**config.mk**
```make
export PLATFORM = sky130hd
export DESIGN_NAME = fc_layer_seq
export DESIGN_NICKNAME = d
export VERILOG_FILES = /design/src/rtl/fc_pkg.sv /design/src/rtl/fc_argmax.sv /design/src/rtl/fc_layer_seq.sv
export SDC_FILE = /design/constraint.sdc
export NUM_CORES = 1
export LEC_CHECK = 0
export CORE_ASPECT_RATIO = 1.75
export CORE_MARGIN = 10
export CORE_UTILIZATION = 25
export DETAILED_ROUTE_END_ITERATION = 8
export MAX_ROUTING_LAYER = met4
export PLACE_DENSITY_LB_ADDON = 0.15
export SYNTH_ARGS = -nofsm -noshare
export SYNTH_HDL_FRONTEND = slang
export SYNTH_SLANG_ARGS = --single-unit
```
**constraint.sdc**
```tcl
create_clock -name clk -period 2.59 [get_ports clk]
set_input_delay 0.777 -clock clk [delete_from_list [all_inputs] [get_ports clk]]
set_output_delay 0.777 -clock clk [all_outputs]
set_load 0.01 [all_outputs]
```
**src/rtl/fc_pkg.sv**
```systemverilog
// Shared definitions for the fully-connected layer sequencer: state encoding,
// default geometry and the watchdog slack.
package fc_pkg;

    localparam int N_IN_DEF   = 30;
    localparam int N_OUT_DEF  = 10;
    localparam int DATA_W_DEF = 16;
    localparam int ADDR_W_DEF = 9;

    // Extra RUN cycles granted past the last weight fetch before the
    // datapath is declared hung.
    localparam int WD_SLACK   = 4;

    typedef enum logic [2:0] {
        IDLE,
        ARM,
        RUN,
        ARGMAX,
        DONE,
        ERR
    } fc_state_e;

endpackage

```
**src/rtl/fc_argmax.sv**
```systemverilog
// Argmax scanner: latches the datapath result vector and walks it one entry
// per cycle, keeping the first (lowest-index) maximum. best_idx is 1-based
// and valid in the cycle that last is high. Only built with FC_ARGMAX_EN.
module fc_argmax
    import fc_pkg::*;
#(
    parameter int N_OUT  = N_OUT_DEF,
    parameter int DATA_W = DATA_W_DEF
) (
    input  logic                          clk,
    input  logic                          n_reset,
    input  logic                          load,
    input  logic [N_OUT-1:0][DATA_W-1:0]  result,
    input  logic                          scan,
    output logic                          last,
    output logic [3:0]                    best_idx
);

    localparam int IW = (N_OUT > 1) ? $clog2(N_OUT) : 1;
    localparam logic [IW-1:0] LAST_I = IW'(N_OUT - 1);

    logic [N_OUT-1:0][DATA_W-1:0] res_q;
    logic [IW-1:0]                idx_q;
    logic signed [DATA_W-1:0]     best_q;
    logic [3:0]                   best1_q;
    logic signed [DATA_W-1:0]     cur;
    logic                         take;

    // Strictly-greater compare so ties keep the earlier class.
    always_comb begin
        cur      = res_q[idx_q];
        take     = (idx_q == '0) || (cur > best_q);
        last     = scan && (idx_q == LAST_I);
        best_idx = take ? (4'(idx_q) + 4'd1) : best1_q;
    end

    // Result latch and running maximum.
    always_ff @(posedge clk or negedge n_reset) begin
        if (!n_reset) begin
            res_q   <= '0;
            idx_q   <= '0;
            best_q  <= '0;
            best1_q <= '0;
        end else if (load) begin
            res_q <= result;
            idx_q <= '0;
        end else if (scan) begin
            if (take) begin
                best_q  <= cur;
                best1_q <= 4'(idx_q) + 4'd1;
            end
            idx_q <= last ? '0 : idx_q + 1'b1;
        end
    end

endmodule

```
**src/rtl/fc_layer_seq.sv**
```systemverilog
// Fully-connected layer sequencer: accepts a feature vector, starts the FC
// datapath, streams weight ROM addresses, watches for a hung datapath and
// reports completion. Define FC_ARGMAX_EN to add the argmax class picker.
module fc_layer_seq
    import fc_pkg::*;
#(
    parameter int N_IN   = N_IN_DEF,
    parameter int N_OUT  = N_OUT_DEF,
    parameter int DATA_W = DATA_W_DEF,
    parameter int ADDR_W = ADDR_W_DEF
) (
    input  logic                          clk,
    input  logic                          n_reset,
    input  logic                          layer_req,
    output logic                          layer_ack,
    input  logic                          abort,
    output logic                          fc_ready,
    input  logic                          fc_flag,
    input  logic                          fc_finish,
    input  logic [N_OUT-1:0][DATA_W-1:0]  fc_result,
    output logic [ADDR_W-1:0]             w_addr,
    output logic                          w_rd,
    output logic                          busy,
    output logic                          done,
    output logic                          err,
    output logic [3:0]                    class_idx,
    output logic                          class_valid
);

    localparam int TOTAL = N_IN * N_OUT;
    localparam int K_W   = $clog2(TOTAL + WD_SLACK + 1);
    // k values below this still have a weight left to fetch.
    localparam logic [K_W-1:0] K_ADDR_LAST = K_W'(TOTAL - 1);
    // Last RUN cycle allowed; without a finish here k would reach TOTAL+WD_SLACK.
    localparam logic [K_W-1:0] K_WD        = K_W'(TOTAL + WD_SLACK - 1);

`ifdef FC_ARGMAX_EN
    localparam fc_state_e AFTER_RUN = ARGMAX;
`else
    localparam fc_state_e AFTER_RUN = DONE;
`endif

    fc_state_e         state, state_nx;
    logic [K_W-1:0]    k_q;
    logic [ADDR_W-1:0] addr_q;
    logic              err_q;
    logic              fc_take;
    logic              scan_last;

    // Next state and strobes; abort overrides everything at the end.
    always_comb begin
        state_nx    = state;
        layer_ack   = 1'b0;
        fc_ready    = 1'b0;
        w_rd        = 1'b0;
        w_addr      = addr_q;
        done        = 1'b0;
        class_valid = 1'b0;
        fc_take     = 1'b0;
        case (state)
            IDLE: begin
                if (layer_req) begin
                    // Mealy ack must still read 0 while reset is held.
                    layer_ack = n_reset;
                    state_nx  = ARM;
                end
            end
            ARM: begin
                fc_ready = 1'b1;
                w_rd     = 1'b1;
                w_addr   = '0;
                state_nx = RUN;
            end
            RUN: begin
                if (k_q < K_ADDR_LAST) begin
                    w_rd   = 1'b1;
                    w_addr = ADDR_W'(k_q + 1'b1);
                end
                if (k_q == '0 && !fc_flag) begin
                    state_nx = ERR;
                end else if (fc_finish) begin
                    fc_take  = 1'b1;
                    state_nx = AFTER_RUN;
                end else if (k_q == K_WD) begin
                    state_nx = ERR;
                end
            end
`ifdef FC_ARGMAX_EN
            ARGMAX: begin
                if (scan_last) state_nx = DONE;
            end
`endif
            DONE: begin
                done = 1'b1;
`ifdef FC_ARGMAX_EN
                class_valid = 1'b1;
`endif
                state_nx = IDLE;
            end
            ERR:     state_nx = ERR;
            default: state_nx = IDLE;
        endcase
        if (abort) begin
            state_nx    = IDLE;
            layer_ack   = 1'b0;
            fc_ready    = 1'b0;
            w_rd        = 1'b0;
            done        = 1'b0;
            class_valid = 1'b0;
            fc_take     = 1'b0;
        end
    end

    // State register.
    always_ff @(posedge clk or negedge n_reset) begin
        if (!n_reset) state <= IDLE;
        else          state <= state_nx;
    end

    // RUN cycle counter (cleared on the way in from ARM) and held ROM address.
    always_ff @(posedge clk or negedge n_reset) begin
        if (!n_reset) begin
            k_q    <= '0;
            addr_q <= '0;
        end else begin
            addr_q <= w_addr;
            if (state == ARM)      k_q <= '0;
            else if (state == RUN) k_q <= k_q + 1'b1;
        end
    end

    // Sticky error: set on entry to ERR, cleared only by abort.
    always_ff @(posedge clk or negedge n_reset) begin
        if (!n_reset)              err_q <= 1'b0;
        else if (abort)            err_q <= 1'b0;
        else if (state_nx == ERR)  err_q <= 1'b1;
    end

    assign busy = (state != IDLE) && (state != ERR);
    assign err  = err_q;

`ifdef FC_ARGMAX_EN
    logic [3:0] scan_idx;
    logic [3:0] class_q;

    fc_argmax #(
        .N_OUT  (N_OUT),
        .DATA_W (DATA_W)
    ) u_argmax (
        .clk      (clk),
        .n_reset  (n_reset),
        .load     (fc_take),
        .result   (fc_result),
        .scan     (state == ARGMAX),
        .last     (scan_last),
        .best_idx (scan_idx)
    );

    // Winning class captured on the final scan cycle.
    always_ff @(posedge clk or negedge n_reset) begin
        if (!n_reset)                class_q <= '0;
        else if (scan_last && !abort) class_q <= scan_idx;
    end

    assign class_idx = class_q;
`else
    logic unused_no_argmax;
    assign scan_last        = 1'b0;
    assign class_idx        = '0;
    assign unused_no_argmax = ^{fc_result, fc_take, scan_last};
`endif

endmodule

```
## Word-level counts from Yosys, hierarchy flattened

Cells that the tools add are included.

| operators by class | value |
|---|---|
| add/subtract/negate cells | 1 |
| magnitude comparators | 1 |
| equal/unequal tests | 7 |
| mux-type cells | 22 |
| reductions and logical operators | 8 |

Operators with widths:

| kind | count |
|---|---|
| 9-bit two-way mux | 3 |
| 9-bit case mux with 2 select lines | 1 |
| 3-bit two-way mux | 5 |
| 3-bit case mux with 4 select lines | 1 |
| 1-bit two-way mux | 11 |
| 9-bit by 1-bit adder with 9-bit output, second input constant | 1 |
| 3-bit == test, second input constant | 3 |
| 9-bit == test, second input constant | 1 |
| 9-bit logical NOT | 1 |
| 9-bit < comparator, second input constant | 1 |
| 2-bit nonzero test | 2 |
| 3-bit by 1-bit == test with 1-bit output, second input constant | 1 |
| 3-bit by 2-bit == test with 1-bit output, second input constant | 1 |
| 3-bit logical NOT | 1 |
| 3-bit inequality test, second input constant | 1 |
| 3-bit nonzero test | 1 |
| 1-bit logical AND | 2 |
| 1-bit case mux with 2 select lines | 1 |
| 1-bit logical NOT | 1 |

| word-level totals | value |
|---|---|
| register bits | 22 |
| output and inout bits | 20 |
| logic and storage cells | 43 |

## Logic depth before layout (Yosys ltp)

| depth | value |
|---|---|
| depth after elaboration | 9 |
| gate-level depth with buffers | 6 |

## Least setup slack after synthesis

OpenSTA, ideal clock, no wires.

| path | value |
|---|---|
| path type | in2out |
| start point | input abort |
| end point | output w_rd |
| data arrival time | 1631 ps |
| path slack | 182 ps |
| stages on the path | 3 |
| path buffers | 1 |
| cells stage by stage | buf_6 -> nor4b_1 -> o21bai_1 |

| on the way | value |
|---|---|
| word-level cells in the longest chain between the ends | 1 |

RTL lines:

| element | line | RTL |
|---|---|---|
| start: declaration | fc_layer_seq.sv:16 | `input logic abort,` |
| 1-bit two-way mux | fc_layer_seq.sv:103 | `if (abort) begin` |
| end: declaration | fc_layer_seq.sv:22 | `output logic w_rd,` |

Every way passes these cells.

## Worst setup path in the final report

| path | value |
|---|---|
| start point | register k_q[5] |
| end point | output w_addr[3] |

| on the way | value |
|---|---|
| word-level cells in the longest chain between the ends | 3 |

RTL lines:

| element | line | RTL |
|---|---|---|
| start: declaration | fc_layer_seq.sv:44 | `logic [K_W-1:0] k_q;` |
| start signal: assignment | fc_layer_seq.sv:128 | `else if (state == RUN) k_q <= k_q + 1'b1;` |
| 9-bit < comparator | fc_layer_seq.sv:75 | `if (k_q < K_ADDR_LAST) begin` |
| 9-bit two-way mux | fc_layer_seq.sv:75 |  |
| 9-bit case mux with 2 select lines | fc_layer_seq.sv:60 | `case (state)` |
| end: declaration | fc_layer_seq.sv:21 | `output logic [ADDR_W-1:0] w_addr,` |

Every way passes these cells.

==> flow_summary_export.csv <==
group,metric,value,unit
synth,synth-compound-area-share,24.3,%
timing,setup_violations,7,
synth,avgSynthCellArea,10.3,µm²
synth,synth_edf_count,0,
final_layout,nFillCells,538,
routing,dr.pass1.iters,4,
timing,timing.final.crit_share,101,%
final_layout,final_cell_area,2090,µm²
clock_network,worst_skew_pair.late_latency,0.27,ns
routing,dr_total_vias,1180,
min_path,hold_path_class,"reg2reg",
placement,placed_cell_area,1760,µm²
synth,synth_top_family_by_area,"compound AO/OA/AOI/OAI gates",
global_route,overflow,0,
synth,netlist_area,1350,µm²
clock_network,ctsHtreeMaxLevel,1,
routing,wl_per_cell,17.3,µm
timing,hold_violations,0,
die,initial_core_util,25.8,%
routing,ant_nets,0,
final_layout,ff_latch_area,551,µm²
worst_setup_path,ff2ff_path_depth,6,
timing,max_freq,380,MHz
placement,place_congestion,0.811,
final_layout,fin_util,39.8,%
worst_setup_path,worstPathMaxFanout,3,
routing,drc,0,
final_layout,syn_to_final_growth,54.6,%
clock_network,cts_made_buffers,3,
die,ios,186,
timing,worst_slack,-0.0384,ns
routing,initialDrtViolationCount,54,
placement,place_ws,-0.492,ns
worst_setup_path,worst_setup_path_end_kind,"output pin",
synth,ys_warn_count,0,
status,outcome,"finished with violations",
clock_network,cts_root_buf,"clkbuf_8",
clock_network,hold_buffers,0,
placement,hpwlAfterDp,2950,µm
global_route,antenna_found_initial,0,
placement,dp.cells,227,
global_route,grt_max_degree,23,
die,dieHeight,117,µm
global_route,grt_pass1_wl,6460,µm
status,violations,"setup timing",
timing,clock_skew,0.00333,ns
final_layout,fin_nets,354,
global_route,grt_use_total,9.74,%
synth,synth_xor_area_share,4.53,%
synth,yosysTopAreaCellShare,40.7,%
clock_network,cts.sinks,22,
synth,synth-simple-area-share,18.6,%
global_route,grt_pass1_vias,1283,
placement,port_buffers,20,
power,peakVddDrop,292,µV
synth,synthCells,132,
synth,synth_ff_type,"dfrtp_1",
synth,muxShareOfSynthArea,0,%
clock_network,clock_path_buffers,2,
worst_setup_path,crit_type,"reg2out",
timing,whs,0.494,ns
synth,ys_ff_latch,22,
synth,synthAdderAreaFrac,1.85,%
power,p_leak,0.000979,µW
synth,ys_seq_area_share,40.7,%
timing,finalCriticalPeriod,2.63,ns
synth,synth.area.top_cells,"dfrtp_1 (41%), o2bb2ai_1 (4.5%), buf_4 (3.3%)",
die,row_count,35,
clock_network,path_clk_slew,0.09,ns
die,dieWidth,75.6,µm
routing,drt-total-wl,4150,µm
synth,synth_area_leader_cell,"dfrtp_1",
die,core,5260,µm²
synth,yosysUniqueCellTypes,47,
worst_setup_path,critPathLaunchType,"flip-flop",
synth,ys_async_sr_fraction,100,%
die,die-area,8870,µm²
run,cap_violations,0,
timing,rsz0062_at_grt,"yes",
worst_setup_path,cp.arrival,1.85,ns
final_layout,multi_input_area,886,µm²
min_path,min_path_cells,1,
final_layout,post_layout_nonfiller_instances,240,
timing,maxSlewViolCount,0,
clock_network,cts_tree,"yes",
final_layout,antenna_cells,0,
worst_setup_path,cp.required,1.81,ns
final_layout,drive_gt1_share,46.5,%
routing,vias_per_cell,4.92,
power,p_per_area,519,nW/µm²
## kinds of logic (layout without fill, tap and decap cells)
family	count (synthesis)	in the layout
compound gates	39	40
xor+xnor	7	7
fa+ha+maj	2	2
buf+inv	20	68
flops	22	22
other cells	1	5
simple gates	41	41
## metal layers
| layer | routed length [µm] | vias to the layer above | global-route usage (%) |
|---|---|---|---|
| li1 | - | 565 | - |
| met2 | 2220 | 22 | 16.2 |
| met4 | 56 | 0 | 3.39 |
| met1 | 1730 | 588 | 10.8 |
| met3 | 142 | 5 | 2.19 |
| met5 | 0 | - | - |
## area by class of cell
class	instances	share of cell area (%)
multi-input cells	95	42.3
flip-flops and latches	22	26.3
repair buffers	60	24.0
well taps	55	3.29
clock buffers	3	1.97
clock inverters	1	1.43
inverters	4	0.717
## stage by stage
stage          total power, µW  TNS (ns)
2_1_floorplan              560         0
3_3_place_gp               690     -2.46
3_5_place_dp               692     -2.40
4_1_cts                   1040    -0.213
5_1_grt                   1140    -0.506
6_report                  1090    -0.173
## critical path, cell delays in order, from the launching register on
cell       delay [ns]
dfrtp_1          0.41
a211o_1          0.35
a2bb2oi_4        0.20
buf_6            0.14
o21bai_4         0.08
buf_12           0.15
o2bb2ai_2        0.12
buf_2            0.14
## cell usage after synthesis, drive strengths merged, types with 2 or more instances
cell type and number:
clkbuf 3, a211o 3, nor3b 2, xnor2 5, nand3 5, a22o 4, xor2 2, a21o 2
a2bb2oi 2, inv 4, o2bb2ai 7, buf 13, o21ai 9, nand2 12, a32o 2, and3 2
dfrtp 22, ha 2, o21bai 4, nand2b 3, nor2 7, nor3 4
## power by group
group	switching, µW	leakage (µW)	internal [µW]	total, µW
logic	173	0.000640	182	356
registers	26.5	0.000304	372	398
clock network	126	0.0000357	207	333
## flip-flops by register name (all words and copies together), names as in the netlist
register  flops
k_q           9
addr_q        9
err           1
state         3
## final timing paths
kind	start	endpoint	slack, ns
worst max-delay path	k_q[5]	w_addr[3]	-0.04
worst min-delay path	addr_q[2]	addr_q[2]	0.49
worst max register to register	k_q[3]	state[1]	0.84
worst min register to register	addr_q[2]	addr_q[2]	0.49
max in group asynchronous	n_reset	state[2]	1.41
min in group asynchronous	n_reset	addr_q[8]	0.94
## placed cells by master, fill, tap and decap left out, drive strengths merged, types with 2 or more instances in the layout
cell           netlist  final
inv                  4      4
dfrtp               22     22
nand2b               3      3
nand2               12     12
nor2                 7      7
a2bb2oi              2      2
a211o                3      3
dlymetal6s2s         0      2
clkdlybuf4s50        0      5
xnor2                5      5
a32o                 2      2
nor3b                2      2
ha                   2      2
conb                 1      5
nand3                5      5
clkbuf               3      3
and3                 2      2
nor3                 4      4
xor2                 2      2
buf                 13     52
a21o                 2      2
a22o                 4      4
o2bb2ai              7      7
o21ai                9      9
o21bai               4      5
## timing repair
item                                    CTS  global route
resized for setup                        64            23
endpoints found under the setup margin   13            13
cloned                                    1             0
buffers inserted                          3             5
pin swaps                                 4             6
Note: power is estimated with default switching activity, not from simulation.
